--- src/rtl/data_mem_sequencer.sv ---
// Multi-cycle access sequencer for the single-port data BRAM: aligned loads with
// byte/halfword extraction, full-word stores, and sub-word stores via read-modify-write.
module data_mem_sequencer #(
    parameter int ADDR_W = 12
) (
    input  logic              clk,
    input  logic              reset,
    input  logic              mem_read,
    input  logic              mem_write,
    input  logic [2:0]        funct3,
    input  logic [31:0]       addr,
    input  logic [31:0]       write_data,
    output logic [31:0]       read_data,
    output logic              stall,
    output logic              misaligned,
    output logic [ADDR_W-1:0] bram_addr,
    output logic              bram_en,
    output logic              bram_we,
    output logic [31:0]       bram_wdata,
    input  logic [31:0]       bram_rdata
);

    localparam logic [2:0] IDLE   = 3'd0;
    localparam logic [2:0] RD     = 3'd1;
    localparam logic [2:0] RMW_RD = 3'd2;
    localparam logic [2:0] RMW_WR = 3'd3;
    localparam logic [2:0] DONE   = 3'd4;

    logic [2:0]  state_r;
    logic [2:0]  state_nxt_s;
    logic [2:0]  state_raw_s;
    logic [2:0]  f3_r;
    logic [31:0] merge_r;
    logic [31:0] read_data_r;
    logic        misaligned_r;
    logic        req_s;
    logic        fault_s;
    logic        stall_raw_s;
    logic        en_raw_s;
    logic        we_raw_s;
    logic        unused_addr_s;

    // Byte/halfword selection by address offset, followed by sign or zero extension.
    function automatic logic [31:0] load_extract(input logic [2:0] f3, input logic [1:0] off,
                                                 input logic [31:0] w);
        logic [7:0]  b;
        logic [15:0] h;
        logic [31:0] r;
        case (off)
            2'd0:    b = w[7:0];
            2'd1:    b = w[15:8];
            2'd2:    b = w[23:16];
            2'd3:    b = w[31:24];
            default: b = 8'h00;
        endcase
        h = off[1] ? w[31:16] : w[15:0];
        case (f3)
            3'd0:    r = {{24{b[7]}}, b};
            3'd4:    r = {24'h000000, b};
            3'd1:    r = {{16{h[15]}}, h};
            3'd5:    r = {16'h0000, h};
            3'd2:    r = w;
            default: r = 32'h0000_0000;
        endcase
        return r;
    endfunction

    // Insert the low byte/halfword of the store data into the word read back from memory.
    function automatic logic [31:0] store_merge(input logic [2:0] f3, input logic [1:0] off,
                                                input logic [31:0] wd, input logic [31:0] old);
        logic [31:0] r;
        r = old;
        case (f3)
            3'd0: begin
                case (off)
                    2'd0:    r[7:0]   = wd[7:0];
                    2'd1:    r[15:8]  = wd[7:0];
                    2'd2:    r[23:16] = wd[7:0];
                    2'd3:    r[31:24] = wd[7:0];
                    default: r = old;
                endcase
            end
            3'd1: begin
                if (off[1]) begin
                    r[31:16] = wd[15:0];
                end else begin
                    r[15:0] = wd[15:0];
                end
            end
            default: r = old;
        endcase
        return r;
    endfunction

    assign req_s         = mem_read | mem_write;
    assign bram_addr     = addr[ADDR_W+1:2];
    assign read_data     = read_data_r;
    assign misaligned    = misaligned_r;
    assign unused_addr_s = ^addr[31:ADDR_W+2];

    // Alignment and funct3 legality check; a simultaneous read and write is a load.
    always_comb begin
        fault_s = 1'b0;
        if (mem_read) begin
            case (funct3)
                3'd0, 3'd4: fault_s = 1'b0;
                3'd1, 3'd5: fault_s = addr[0];
                3'd2:       fault_s = |addr[1:0];
                default:    fault_s = 1'b1;
            endcase
        end else if (mem_write) begin
            case (funct3)
                3'd0:    fault_s = 1'b0;
                3'd1:    fault_s = addr[0];
                3'd2:    fault_s = |addr[1:0];
                default: fault_s = 1'b1;
            endcase
        end else begin
            fault_s = 1'b0;
        end
    end

    // State transitions and BRAM command generation before reset gating.
    always_comb begin
        state_raw_s = state_r;
        stall_raw_s = 1'b0;
        en_raw_s    = 1'b0;
        we_raw_s    = 1'b0;
        bram_wdata  = 32'h0000_0000;
        case (state_r)
            IDLE: begin
                if (req_s) begin
                    stall_raw_s = 1'b1;
                    if (fault_s) begin
                        state_raw_s = DONE;
                    end else if (mem_read) begin
                        en_raw_s    = 1'b1;
                        state_raw_s = RD;
                    end else if (funct3 == 3'd2) begin
                        en_raw_s    = 1'b1;
                        we_raw_s    = 1'b1;
                        bram_wdata  = write_data;
                        state_raw_s = DONE;
                    end else begin
                        en_raw_s    = 1'b1;
                        state_raw_s = RMW_RD;
                    end
                end else begin
                    state_raw_s = IDLE;
                end
            end
            RD: begin
                stall_raw_s = 1'b1;
                state_raw_s = DONE;
            end
            RMW_RD: begin
                stall_raw_s = 1'b1;
                state_raw_s = RMW_WR;
            end
            RMW_WR: begin
                stall_raw_s = 1'b1;
                en_raw_s    = 1'b1;
                we_raw_s    = 1'b1;
                bram_wdata  = merge_r;
                state_raw_s = DONE;
            end
            // The request still visible in DONE is the retiring instruction.
            DONE: begin
                state_raw_s = IDLE;
            end
            default: begin
                state_raw_s = IDLE;
            end
        endcase
    end

    // Reset silences the BRAM and the stall in the very cycle it is asserted.
    always_comb begin
        if (reset) begin
            state_nxt_s = IDLE;
            stall       = 1'b0;
            bram_en     = 1'b0;
            bram_we     = 1'b0;
        end else begin
            state_nxt_s = state_raw_s;
            stall       = stall_raw_s;
            bram_en     = en_raw_s;
            bram_we     = we_raw_s;
        end
    end

    // State, access type, load result, merge word and error pulse registers.
    always_ff @(posedge clk) begin
        if (reset) begin
            state_r      <= IDLE;
            f3_r         <= 3'd0;
            merge_r      <= 32'h0000_0000;
            read_data_r  <= 32'h0000_0000;
            misaligned_r <= 1'b0;
        end else begin
            state_r      <= state_nxt_s;
            misaligned_r <= 1'b0;
            case (state_r)
                IDLE: begin
                    if (req_s) begin
                        f3_r <= funct3;
                        if (fault_s) begin
                            read_data_r  <= 32'h0000_0000;
                            misaligned_r <= 1'b1;
                        end
                    end
                end
                RD:      read_data_r <= load_extract(f3_r, addr[1:0], bram_rdata);
                RMW_RD:  merge_r     <= store_merge(f3_r, addr[1:0], write_data, bram_rdata);
                default: begin
                end
            endcase
        end
    end

endmodule
--- config.mk ---
export PLATFORM = sky130hd
export DESIGN_NAME = data_mem_sequencer
export DESIGN_NICKNAME = d
export VERILOG_FILES = /design/src/rtl/data_mem_sequencer.sv
export SDC_FILE = /design/constraint.sdc
export NUM_CORES = 1
export LEC_CHECK = 0
export ABC_AREA = 1
export BUFFER_PORTS_ARGS = -buffer_cell sky130_fd_sc_hd__buf_2
export CAP_MARGIN = 20
export CELL_PAD_IN_SITES_DETAIL_PLACEMENT = 0
export CELL_PAD_IN_SITES_GLOBAL_PLACEMENT = 1
export CORE_MARGIN = 2
export CORE_UTILIZATION = 35
export DETAILED_ROUTE_END_ITERATION = 8
export PLACE_DENSITY = 0.84
export SYNTH_ARGS = -nofsm -noshare
export SYNTH_HDL_FRONTEND = slang
export SYNTH_SLANG_ARGS = --single-unit
--- constraint.sdc ---
create_clock -name clk -period 2.9 [get_ports clk]
set_clock_uncertainty 0.2 [all_clocks]
set_input_delay 0.29 -clock clk [delete_from_list [all_inputs] [get_ports clk]]
set_output_delay 0.29 -clock clk [all_outputs]
set_load 0.02 [all_outputs]
* Word-level counts from Yosys, hierarchy flattened
Index checks and enable logic that the tools add are counted.
Storage, ports and cells: register bits 71, input port bits 103, output and inout port bits 80, logic and storage cells 78
Operators by class: reduce and logical (&&, ||, !) cells 13, mux-type cells 41, equality and inequality tests 16, bitwise logic cells 3
Operators by type and width (count):
- 32-bit 2-to-1 mux | 6
- 32-bit case mux with 2 select lines | 3
- 32-bit case mux with 5 select lines | 1
- 16-bit 2-to-1 mux | 3
- 8-bit 2-to-1 mux | 4
- 8-bit case mux with 4 select lines | 1
- 1-bit 2-to-1 mux | 13
- 3-bit by 2-bit == test with 1-bit output, second input constant | 4
- 3-bit == test, second input constant | 4
- 3-bit 2-to-1 mux | 4
- 3-bit by 1-bit == test with 1-bit output, second input constant | 3
- 3-bit zero test | 3
- 3-bit case mux with 3 select lines | 1
- 2-bit OR reduction | 4
- 1-bit case mux with 2 select lines | 3
- 1-bit case mux with 3 select lines | 2
- 3-bit OR reduction | 2
- 2-bit == test, second input constant | 2
- 2-bit inequality test, second input constant | 2
- 3-bit AND reduction | 1
- 2-bit by 1-bit == test with 1-bit output, second input constant | 1
- 2-bit zero test | 1
- 1-bit inverter | 2
- 2-bit AND reduction | 1
- 2 further kinds | 2

* Longest topological paths before layout
depth in word-level cells 8, depth in mapped cells 10

* Least setup slack after synthesis
Ideal clock, no wire load.
kind input to output, start point input addr[1], end point output bram_wdata[3], stages 8, arrival time 1.585 ns, slack 0.825 ns, path through nor2_2 > inv_2 > nand3_1 > nand3_1 > nand3_1 > nand3_1 > buf_2 > o21ai_0
Between the ends: word-level cells in the longest chain between the ends 7, elaborated cells on any way between the ends 8
Ends and longest elaborated chain:
- start, declared | line 11 | input logic [31:0] addr,
- 2-bit OR reduction * | line 108, 115
- 1-bit case mux with 3 select lines | line 112 | case (funct3)
- 1-bit 2-to-1 mux | line 111 | end else if (mem_write) begin
- 1-bit 2-to-1 mux * | line 104 | if (mem_read) begin
- 32-bit 2-to-1 mux * | line 134 | if (fault_s) begin
- 32-bit 2-to-1 mux * | line 132 | if (req_s) begin
- 32-bit case mux with 2 select lines * | line 130 | case (state_r)
- end, declared | line 19 | output logic [31:0] bram_wdata,
Mark *: on every way between the ends. The rest lies on a longest branch, timed or not.

* Worst setup path in the final report
start point register state_r[0], end point output bram_wdata[9]
Between the ends: word-level cells in the longest chain between the ends 2, elaborated cells on any way between the ends 3
Ends and longest elaborated chain:
- start, declared | line 29 | logic [2:0] state_r;
- start signal, assigned | line 201 | state_r <= state_nxt_s;
- 3-bit by 2-bit == test with 1-bit output / 3-bit zero test (equally long branches) | line 130
- 32-bit case mux with 2 select lines * | line 130
Marked as above.

==> results.txt <==
Status: completed
Setup_tns: 0 ns
Synth cell types: 34
Overall routed net length: 15500 um
Int Pwr: 1850 uW
CTS root buffer: clkbuf_16
HPWL after DPL: 11700 um
Peak supply drop: 280 uV
Final ANT Viol Nets: 0
MaxCap Viol Count: 0
Cts hold-fix bufs: 0
Hold Path Class: in2reg
GPL Wtd Cong: 0.907
Switching power: 1020 uW
Detailed-router iteration count before antenna repair: 4
Largest net degree at the start of global routing: 47
TritonCTS buffer count: 9
Share of cells above drive strength 1: 0.242
Final core occ: 0.434
Clock Latency Late Sink: 0.34 ns
Maximum operating frequency: 403 MHz
Final setup viols: 0
Die Y: 117 um
CTS tree: yes
Clk pwr share: 0.348
Rel. slew slack: 0.537
Antenna diode count: 0
Port Buffers: 140
Mean Syn Cell Area: 6.31 um2
Core Region: 12600 um2
Vias in the first global route: 4430
Static Leak: 0.00258 uW
Clk sink count: 71
Worst Tran Pin Value: 0.693 ns
Setup crit start kind: flop
Num ports: 183
Minimum clock period: 2.48 ns
Pwr dens: 527 nW/um2
Gate power share: 0.273
Critical Path AT: 1.99 ns
Reg clk slew, reported paths: 0.06 ns
Grt total ovfl: 0
Via count: 5103
Final Max Tran Viols: 0
Post-CTS resize count: 0
Routed len/inst: 15.6 um
Crit-path max FO: 30
Area grow syn2layout: 21.8%
Switch share: 0.355
DRC violations left: 0
Initial antenna violation count: 0
Nets: 920
H-Tree Depth: 3
DR iter-0 viols: 446
Die W: 117 um
Gr usage total: 0.228
Seq/Total Area, Yosys: 0.317
Fillers: 1397
Final Hold Fails: 0
Initial Util: 0.356
Post-CTS Setup Inserts: 0
Drt via density: 5.13
Synth top area cells: dfxtp_1, nand2_1, a21oi_1
WS Path Type: reg2out
Site Rows: 41
Share of power burned in registers: 0.379
YS warnings: 0
Top-area cell type share of the netlist area: 0.317
Post-Synthesis Cells: 710
Final period utilization: 0.855
Syn_nets: 813
Top cell type by total area after synthesis: dfxtp_1
Post-Syn Area: 4480 um2
Req. time, crit path: 2.41 ns
Die area: 13700 um2
First-pass GRT wire length: 23800 um
Max clock buf depth: 2
CP endpoint kind: output port
Post-synthesis register bit count: 71
RSZ-0062 raised after global routing: false
[through the flow]
step	hold WS [ns]	instance area [um2]	setup WS (ns)	total power (uW)	cells
2_1_floorplan	0.228	4480	0.825	1680	710
3_3_place_gp	0.266	5190	0.539	1890	978
3_5_place_dp	0.272	5190	0.486	1890	978
4_1_cts	0.0184	5460	0.377	2880	994
5_1_grt	0.0508	5460	0.207	3030	994
6_report	0.0199	5460	0.421	2870	994
[state kept, by name, indices dropped and copies added, names as in the netlist]
register	cells
f3_r	3
merge_r	32
misaligned	1
read_data	32
state_r	3
[cell type report]
cell class,instances,area (um2),area share
flip-flops and latches,71,1420,0.260
repair buffers,152,791,0.145
multi-input cells,509,2490,0.456
inverters,74,279,0.0511
clock buffers,9,225,0.0413
well taps,172,215,0.0394
clock inverters,7,40.0,0.00734
[cell usage in the layout (no fill, tap or decap), types with 9 or more instances in the layout]
master     instances
o21ai_0           78
nand2_1          157
buf_4             12
clkbuf_16          9
inv_1             65
buf_2            140
a21oi_1           97
nor2_1            22
nand4_1            9
nor3_1            10
o21ai_1           22
dfxtp_1           71
nand3_1           53
[layer usage]
metal / vias up / wire length, um / GRT usage
li1: 2592 / - / -
met1: 2300 / 7250 / 0.320
met2: 181 / 6920 / 0.349
met3: 30 / 935 / 0.0324
met4: 0 / 412 / 0.0980
met5: - / 0 / 0
[path summary, 6_finish.rpt]
kind	start	endpoint	slack [ns]	depth (start not counted)
worst max-delay path	state_r[0]$_SDFF_PP0_	bram_wdata[9]	0.42	8
worst min-delay path	funct3[0]	f3_r[0]$_SDFFE_PP0P_	0.02	3
worst max register to register	f3_r[1]$_SDFFE_PP0P_	merge_r[17]$_SDFFE_PP0P_	0.47	7
worst min register to register	read_data[9]$_SDFFE_PP0P_	read_data[9]$_SDFFE_PP0P_	0.28	2
[synthesized netlist by cell type (all sizes together)]
cell / n
nand2: 161
o21ai: 100
a21oi: 99
dfxtp: 71
inv: 70
nand3: 54
buf: 33
nor2: 31
clkbuf: 23
nor3: 11
nand4: 9
o211ai: 9
a211oi: 8
a31oi: 8
o31ai: 7
or2: 7
clkinv: 4
o22ai: 2
a41oi: 1
and2: 1
o21a: 1
[power groups by stage]
stage | clock network, uW | logic, uW | registers (uW)
2_1_floorplan | 0 | 555 | 1120
3_3_place_gp | 0 | 777 | 1110
3_5_place_dp | 0 | 777 | 1110
4_1_cts | 1020 | 780 | 1090
5_1_grt | 1050 | 882 | 1100
6_report | 1000 | 785 | 1090
[logic make-up (layout without fill, tap and decap cells)]
group,after synthesis,in the layout,share of synthesized area
simple gates,274,274,0.270
flops,71,71,0.317
compound gates,235,235,0.283
buf+inv,130,242,0.130
[critical path, cell delays in order, from the launching register on]
cell	delay, ns
dfxtp_1	0.38
inv_1	0.05
nor2_1	0.19
inv_1	0.10
nor2_2	0.17
buf_4	0.34
nand2_1	0.08
o21ai_1	0.13
buf_2	0.20
Note: power is estimated with default switching activity, not from simulation.
